--- src/rtl/serial_ctrl_slave_pkg.sv ---
// Shared types, default widths and the readback index helper for the
// serial control-bus slave.
package serial_ctrl_pkg;

  typedef enum logic [1:0] {
    IDLE = 2'd0,
    ADDR = 2'd1,
    DATA = 2'd2,
    FULL = 2'd3
  } state_t;

  localparam int DEF_ADDR_W      = 7;
  localparam int DEF_DATA_W      = 32;
  localparam int DEF_NUM_RB      = 8;
  localparam int DEF_RB_BASE     = 1;
  localparam int DEF_SYNC_STAGES = 2;

  // Map a register address onto a readback word index; -1 when the address
  // falls below the readback window or past its last word.
  function automatic int rb_index(input int reg_addr, input int rb_base,
                                  input int num_rb);
    if (reg_addr < rb_base || (reg_addr - rb_base) >= num_rb) begin
      return -1;
    end
    return reg_addr - rb_base;
  endfunction

endpackage

--- src/rtl/serial_ctrl_slave_if.sv ---
// Serial pins, committed register-bus outputs and the readback words,
// bundled so the slave and its host/register-file side share one port.
interface serial_ctrl_slave_if
  import serial_ctrl_pkg::*;
#(
  parameter int ADDR_W = DEF_ADDR_W,
  parameter int DATA_W = DEF_DATA_W,
  parameter int NUM_RB = DEF_NUM_RB
);

  logic                     serial_clock;
  logic                     serial_enable;
  logic                     serial_data_in;
  logic                     serial_data_out;
  logic                     serial_data_oe;
  logic [ADDR_W-1:0]        serial_addr;
  logic [DATA_W-1:0]        serial_data;
  logic                     serial_strobe;
  logic                     frame_error;
  logic [NUM_RB*DATA_W-1:0] readback;

  modport slave (
    input  serial_clock, serial_enable, serial_data_in, readback,
    output serial_data_out, serial_data_oe, serial_addr, serial_data,
           serial_strobe, frame_error
  );

  modport master (
    output serial_clock, serial_enable, serial_data_in, readback,
    input  serial_data_out, serial_data_oe, serial_addr, serial_data,
           serial_strobe, frame_error
  );

endinterface

--- src/rtl/serial_ctrl_slave_sync_edge.sv ---
// Multi-flop synchroniser for one asynchronous serial input, with
// rising/falling edge detection on the synchronised level.
module serial_sync_edge
  import serial_ctrl_pkg::*;
#(
  parameter int SYNC_STAGES = DEF_SYNC_STAGES
) (
  input  logic master_clk,
  input  logic reset,
  input  logic async_in,
  output logic sync_out,
  output logic rise,
  output logic fall
);

  logic [SYNC_STAGES-1:0] sync_reg;
  logic                   prev_reg;

  // Shift the pin through the synchroniser chain and remember the last level.
  always_ff @(posedge master_clk) begin
    if (reset) begin
      sync_reg <= '0;
      prev_reg <= 1'b0;
    end else begin
      sync_reg <= {sync_reg[SYNC_STAGES-2:0], async_in};
      prev_reg <= sync_reg[SYNC_STAGES-1];
    end
  end

  assign sync_out = sync_reg[SYNC_STAGES-1];
  assign rise     = sync_reg[SYNC_STAGES-1] & ~prev_reg;
  assign fall     = ~sync_reg[SYNC_STAGES-1] & prev_reg;

endmodule

--- src/rtl/serial_ctrl_slave.sv ---
// Serial control-bus slave: oversamples the host's serial bus in the
// master_clk domain, commits write frames atomically with a strobe and
// shifts out a readback word on read frames.
module serial_ctrl_slave
  import serial_ctrl_pkg::*;
#(
  parameter int ADDR_W      = DEF_ADDR_W,
  parameter int DATA_W      = DEF_DATA_W,
  parameter int NUM_RB      = DEF_NUM_RB,
  parameter int RB_BASE     = DEF_RB_BASE,
  parameter int SYNC_STAGES = DEF_SYNC_STAGES
) (
  input logic               master_clk,
  input logic               reset,
  serial_ctrl_slave_if.slave bus
);

  localparam int CNT_W = $clog2(DATA_W + 1);
  localparam int REG_W = ADDR_W - 1;

  logic sclk_level, sclk_rise, sclk_fall;
  logic en_level, en_rise, en_fall;
  logic [SYNC_STAGES-1:0] sdi_sync_reg;
  logic sdi_sync;

  serial_sync_edge #(.SYNC_STAGES(SYNC_STAGES)) u_sclk_sync (
    .master_clk (master_clk),
    .reset      (reset),
    .async_in   (bus.serial_clock),
    .sync_out   (sclk_level),
    .rise       (sclk_rise),
    .fall       (sclk_fall)
  );

  serial_sync_edge #(.SYNC_STAGES(SYNC_STAGES)) u_en_sync (
    .master_clk (master_clk),
    .reset      (reset),
    .async_in   (bus.serial_enable),
    .sync_out   (en_level),
    .rise       (en_rise),
    .fall       (en_fall)
  );

  // Only edges of the clock and enable matter; the levels are not needed.
  wire unused_sync_levels = ^{sclk_level, sclk_fall, en_level};

  // Data goes through the same depth as the clock so it lines up with sclk_rise.
  always_ff @(posedge master_clk) begin
    if (reset) begin
      sdi_sync_reg <= '0;
    end else begin
      sdi_sync_reg <= {sdi_sync_reg[SYNC_STAGES-2:0], bus.serial_data_in};
    end
  end

  assign sdi_sync = sdi_sync_reg[SYNC_STAGES-1];

  state_t              state_reg;
  logic [CNT_W-1:0]    cnt_reg;
  logic [ADDR_W-1:0]   addr_sr_reg;
  logic [DATA_W-1:0]   data_sr_reg;
  logic                is_read_reg;
  logic                overrun_reg;
  logic                oe_reg;
  logic [ADDR_W-1:0]   serial_addr_reg;
  logic [DATA_W-1:0]   serial_data_reg;
  logic                strobe_reg;
  logic                error_reg;

  logic [ADDR_W-1:0]   addr_shift;
  logic [DATA_W-1:0]   wdata_shift;
  logic [DATA_W-1:0]   rdata_shift;
  int                  rb_idx;
  logic [DATA_W-1:0]   rb_masked [NUM_RB];
  logic [DATA_W-1:0]   rb_word;

  assign addr_shift  = {addr_sr_reg[ADDR_W-2:0], sdi_sync};
  assign wdata_shift = {data_sr_reg[DATA_W-2:0], sdi_sync};
  assign rdata_shift = {data_sr_reg[DATA_W-2:0], 1'b0};

  // Index is taken from the address as it will look after the final bit shifts in.
  assign rb_idx = rb_index(int'(addr_shift[REG_W-1:0]), RB_BASE, NUM_RB);

  for (genvar gi = 0; gi < NUM_RB; gi++) begin : g_rb_sel
    assign rb_masked[gi] = (rb_idx == gi) ? bus.readback[gi*DATA_W +: DATA_W]
                                          : '0;
  end

  // At most one word is selected; out-of-range addresses yield zero.
  always_comb begin
    rb_word = '0;
    for (int k = 0; k < NUM_RB; k++) begin
      rb_word = rb_word | rb_masked[k];
    end
  end

  // Frame FSM: enable edges frame the transfer, sclk_rise advances the bit count.
  always_ff @(posedge master_clk) begin
    if (reset) begin
      state_reg       <= IDLE;
      cnt_reg         <= '0;
      addr_sr_reg     <= '0;
      data_sr_reg     <= '0;
      is_read_reg     <= 1'b0;
      overrun_reg     <= 1'b0;
      oe_reg          <= 1'b0;
      serial_addr_reg <= '0;
      serial_data_reg <= '0;
      strobe_reg      <= 1'b0;
      error_reg       <= 1'b0;
    end else begin
      strobe_reg <= 1'b0;
      error_reg  <= 1'b0;
      case (state_reg)
        IDLE: begin
          if (en_rise) begin
            state_reg   <= ADDR;
            cnt_reg     <= '0;
            is_read_reg <= 1'b0;
            overrun_reg <= 1'b0;
          end
        end
        ADDR: begin
          if (en_fall) begin
            state_reg <= IDLE;
            oe_reg    <= 1'b0;
            error_reg <= 1'b1;
          end else if (sclk_rise) begin
            addr_sr_reg <= addr_shift;
            if (cnt_reg == CNT_W'(ADDR_W - 1)) begin
              state_reg   <= DATA;
              cnt_reg     <= '0;
              is_read_reg <= addr_shift[ADDR_W-1];
              oe_reg      <= addr_shift[ADDR_W-1];
              data_sr_reg <= addr_shift[ADDR_W-1] ? rb_word : '0;
            end else begin
              cnt_reg <= cnt_reg + 1'b1;
            end
          end
        end
        DATA: begin
          if (en_fall) begin
            state_reg <= IDLE;
            oe_reg    <= 1'b0;
            error_reg <= 1'b1;
          end else if (sclk_rise) begin
            data_sr_reg <= is_read_reg ? rdata_shift : wdata_shift;
            if (cnt_reg == CNT_W'(DATA_W - 1)) begin
              state_reg <= FULL;
            end else begin
              cnt_reg <= cnt_reg + 1'b1;
            end
          end
        end
        FULL: begin
          if (en_fall) begin
            state_reg <= IDLE;
            oe_reg    <= 1'b0;
            if (overrun_reg) begin
              error_reg <= 1'b1;
            end else if (!is_read_reg) begin
              serial_addr_reg <= addr_sr_reg;
              serial_data_reg <= data_sr_reg;
              strobe_reg      <= 1'b1;
            end
          end else if (sclk_rise) begin
            overrun_reg <= 1'b1;
          end
        end
        default: state_reg <= IDLE;
      endcase
    end
  end

  assign bus.serial_data_oe  = oe_reg;
  assign bus.serial_data_out = oe_reg & data_sr_reg[DATA_W-1];
  assign bus.serial_addr     = serial_addr_reg;
  assign bus.serial_data     = serial_data_reg;
  assign bus.serial_strobe   = strobe_reg;
  assign bus.frame_error     = error_reg;

endmodule

--- src/flat_wrapper.sv ---
// flat-port wrapper written by rule: the top's interface ports become plain ports
module serial_ctrl_slave_flat import serial_ctrl_pkg::*;
#(
  parameter int ADDR_W      = DEF_ADDR_W,
  parameter int DATA_W      = DEF_DATA_W,
  parameter int NUM_RB      = DEF_NUM_RB,
  parameter int RB_BASE     = DEF_RB_BASE,
  parameter int SYNC_STAGES = DEF_SYNC_STAGES
)
  (master_clk, reset, bus_serial_clock, bus_serial_enable, bus_serial_data_in, bus_readback, bus_serial_data_out, bus_serial_data_oe, bus_serial_addr, bus_serial_data, bus_serial_strobe, bus_frame_error);
  serial_ctrl_slave_if #(.ADDR_W(ADDR_W), .DATA_W(DATA_W), .NUM_RB(NUM_RB)) bus_i ();
  input logic master_clk;
  input logic reset;
  input wire logic [$bits(bus_i.serial_clock)-1:0] bus_serial_clock;
  input wire logic [$bits(bus_i.serial_enable)-1:0] bus_serial_enable;
  input wire logic [$bits(bus_i.serial_data_in)-1:0] bus_serial_data_in;
  input wire logic [$bits(bus_i.readback)-1:0] bus_readback;
  output wire logic [$bits(bus_i.serial_data_out)-1:0] bus_serial_data_out;
  output wire logic [$bits(bus_i.serial_data_oe)-1:0] bus_serial_data_oe;
  output wire logic [$bits(bus_i.serial_addr)-1:0] bus_serial_addr;
  output wire logic [$bits(bus_i.serial_data)-1:0] bus_serial_data;
  output wire logic [$bits(bus_i.serial_strobe)-1:0] bus_serial_strobe;
  output wire logic [$bits(bus_i.frame_error)-1:0] bus_frame_error;
  assign bus_i.serial_clock = bus_serial_clock;
  assign bus_i.serial_enable = bus_serial_enable;
  assign bus_i.serial_data_in = bus_serial_data_in;
  assign bus_i.readback = bus_readback;
  assign bus_serial_data_out = bus_i.serial_data_out;
  assign bus_serial_data_oe = bus_i.serial_data_oe;
  assign bus_serial_addr = bus_i.serial_addr;
  assign bus_serial_data = bus_i.serial_data;
  assign bus_serial_strobe = bus_i.serial_strobe;
  assign bus_frame_error = bus_i.frame_error;
  serial_ctrl_slave #(.ADDR_W(ADDR_W), .DATA_W(DATA_W), .NUM_RB(NUM_RB), .RB_BASE(RB_BASE), .SYNC_STAGES(SYNC_STAGES)) u_core (.master_clk(master_clk), .reset(reset), .bus(bus_i));
endmodule
--- config.mk ---
export PLATFORM = sky130hd
export DESIGN_NAME = serial_ctrl_slave_flat
export DESIGN_NICKNAME = d
export VERILOG_FILES = /design/src/rtl/serial_ctrl_slave_pkg.sv /design/src/rtl/serial_ctrl_slave_if.sv /design/src/rtl/serial_ctrl_slave_sync_edge.sv /design/src/rtl/serial_ctrl_slave.sv /design/src/flat_wrapper.sv
export SDC_FILE = /design/constraint.sdc
export NUM_CORES = 1
export LEC_CHECK = 0
export BUFFER_PORTS_ARGS = -buffer_cell sky130_fd_sc_hd__buf_4
export CAP_MARGIN = 10
export CELL_PAD_IN_SITES_DETAIL_PLACEMENT = 0
export CELL_PAD_IN_SITES_GLOBAL_PLACEMENT = 1
export CORE_ASPECT_RATIO = 0.7
export CORE_MARGIN = 2
export CORE_UTILIZATION = 36
export CTS_CLUSTER_DIAMETER = 200
export DETAILED_ROUTE_END_ITERATION = 10
export PLACE_DENSITY = 0.95
export SLEW_MARGIN = 10
export SYNTH_ARGS = -nofsm -noshare
export SYNTH_HDL_FRONTEND = slang
export SYNTH_HIERARCHICAL = 1
export SYNTH_SLANG_ARGS = --single-unit
--- constraint.sdc ---
create_clock -name master_clk -period 5.15 [get_ports master_clk]
set_input_delay 1.03 -clock master_clk [delete_from_list [all_inputs] [get_ports master_clk]]
set_output_delay 1.03 -clock master_clk [all_outputs]
set_load 0.1 [all_outputs]
==> results.cfg <==
[placement]
dp.cells = 1213
io_buffers = 303
dp_hpwl_um = 20770
globalplace.congestion = 0.9946

[route]
wl_per_cell_um = 21.90
ant_nets = 0
firstDrtPassIters = 5
wirelength_um = 26980
vias = 7056
drcViolationCount = 0
via_per_inst = 5.727
drt_iter0_markers = 750

[floorplan]
core_area_um2 = 17220
die_h_um = 115.0
dieArea_um2 = 18710
num_rows = 40
initial_utilization_pct = 36.83
die_w_um = 162.6
io_pins = 304

[worst_setup_path]
path_max_fanout = 66
critPathLaunchType = flop
r2r_setup_slack_ps = 1810
cp.arrival_ps = 3580
path_class = flop to flop
critPathRequiredTime_ps = 5390
cp-end-kind = flop

[final_layout]
final_cell_mix = buf_4 (314), nand2_1 (120), dfxtp_1 (98)
fin_cells = 1232
multi_input_area_um2 = 4063
num-nets-final = 1261
area_growth_pct = 42.72
drive_gt1_share_pct = 38.48
ff_latch_area_um2 = 1983
n_fill_cell = 1641
final_common_cell = buf_4

[power]
irDropWorstVdd_uv = 194.7
power_leakage_nw = 3.594
power_density_nw_per_um2 = 203.5

[hold_path]
hold_class = flop to flop

[clocking]
cts_max_level = 3
clkLatencyLatePin_ps = 350
postCtsSetupBuffers = 0
clock-sinks = 99
cts_hold_buf = 0
ctsResizeCount = 0
clockBufferDepth = 2
cts_tree = yes
root_buffer = clkbuf_16
path_clk_slew_ps = 80
tritoncts.num_buffers = 9

[timing]
final.setup_skew_ps = 11.87
fmax_ghz = 0.2991
period_share_pct = 64.91
setup_viol = 0
slew_viol_final = 0
min_period_ps = 3343
final-hold-violation-count = 0
rsz0062_at_grt = false
fin_setup_tns_ps = 0
max_slew.worst_pin.slew_ps = 1191
max-slew-margin-rel_pct = 20.63

[yosys]
synth_area_um2 = 6341
syn_nets = 1008
synthCells = 740
avgSynthCellArea_um2 = 8.569
yosysWarnings = 6

[global_route]
overflow = 0
grt_pass1_wl_um = 38830
antenna_found_initial = 3
grt_start_max_net_pins = 67
grt_pass1_vias = 6591
grt_usage_pct = 27.58

[status]
outcome = complete, no violations

[run]
cap_violations = 0
[worst max-delay path: stages (launching register included)]
cell      delay (ps)
dfxtp_1          490
inv_1            140
ha_4             510
nor2b_1          310
nor2b_1          200
a41oi_2          680
buf_4            350
o221ai_1         170
a221o_1          360
[metrics by stage]
| step | util [%] | power [W] | instance area, µm² | hold slack (ps) | setup WS [ps] |
|---|---|---|---|---|---|
| after global placement | 50.73 | 0.001156 | 8733 | 422.8 | 1971 |
| final | 52.57 | 0.001842 | 9050 | 446.5 | 1807 |
| after floorplan | - | 0.0009578 | 6341 | 413.8 | 2312 |
| after CTS | 52.52 | 0.001849 | 9042 | 447.3 | 1814 |
| after detailed placement | 50.73 | 0.001158 | 8733 | 429.7 | 1825 |
| after global routing | 52.54 | 0.001907 | 9045 | 461.9 | 1621 |
[worst paths after layout]
path	cells after the start	end	from
worst max-delay path	8	u_core/data_sr_reg[29]$_SDFFE_PP0P_	u_core/addr_sr_reg[0]$_SDFFE_PP0P_
worst min-delay path	1	u_core/u_sclk_sync/sync_reg[1]$_SDFF_PP0_	u_core/u_sclk_sync/sync_reg[0]$_SDFF_PP0_
worst max register to register	8	u_core/data_sr_reg[29]$_SDFFE_PP0P_	u_core/addr_sr_reg[0]$_SDFFE_PP0P_
worst min register to register	1	u_core/u_sclk_sync/sync_reg[1]$_SDFF_PP0_	u_core/u_sclk_sync/sync_reg[0]$_SDFF_PP0_
[power breakdown]
group / internal [W] / total, W / switching, W
clock network: 0.000351 / 0.000697 / 0.000346
logic: 0.000213 / 0.000369 / 0.000156
registers: 0.000770 / 0.000776 / 0.00000540
total: 0.00133 / 0.00184 / 0.000507
[cell type report]
cell class | count | share of cell area (%)
clock buffer | 9 | 2.489
tap | 231 | 3.194
timing repair buffer | 314 | 26.05
inverter | 11 | 0.4562
antenna | 3 | 0.08295
multi-input combinational | 558 | 44.89
clock inverter | 7 | 0.9263
sequential | 99 | 21.91
[metal layers]
layer	share of wire, %	vias to the layer above	GRT usage [%]
met2	43	380	40.17
li1	-	3257	-
met1	43	3385	39.13
met5	0	-	0
met4	2.1	0	7.257
met3	11	34	9.271
Note: power is estimated with default switching activity, not from simulation.
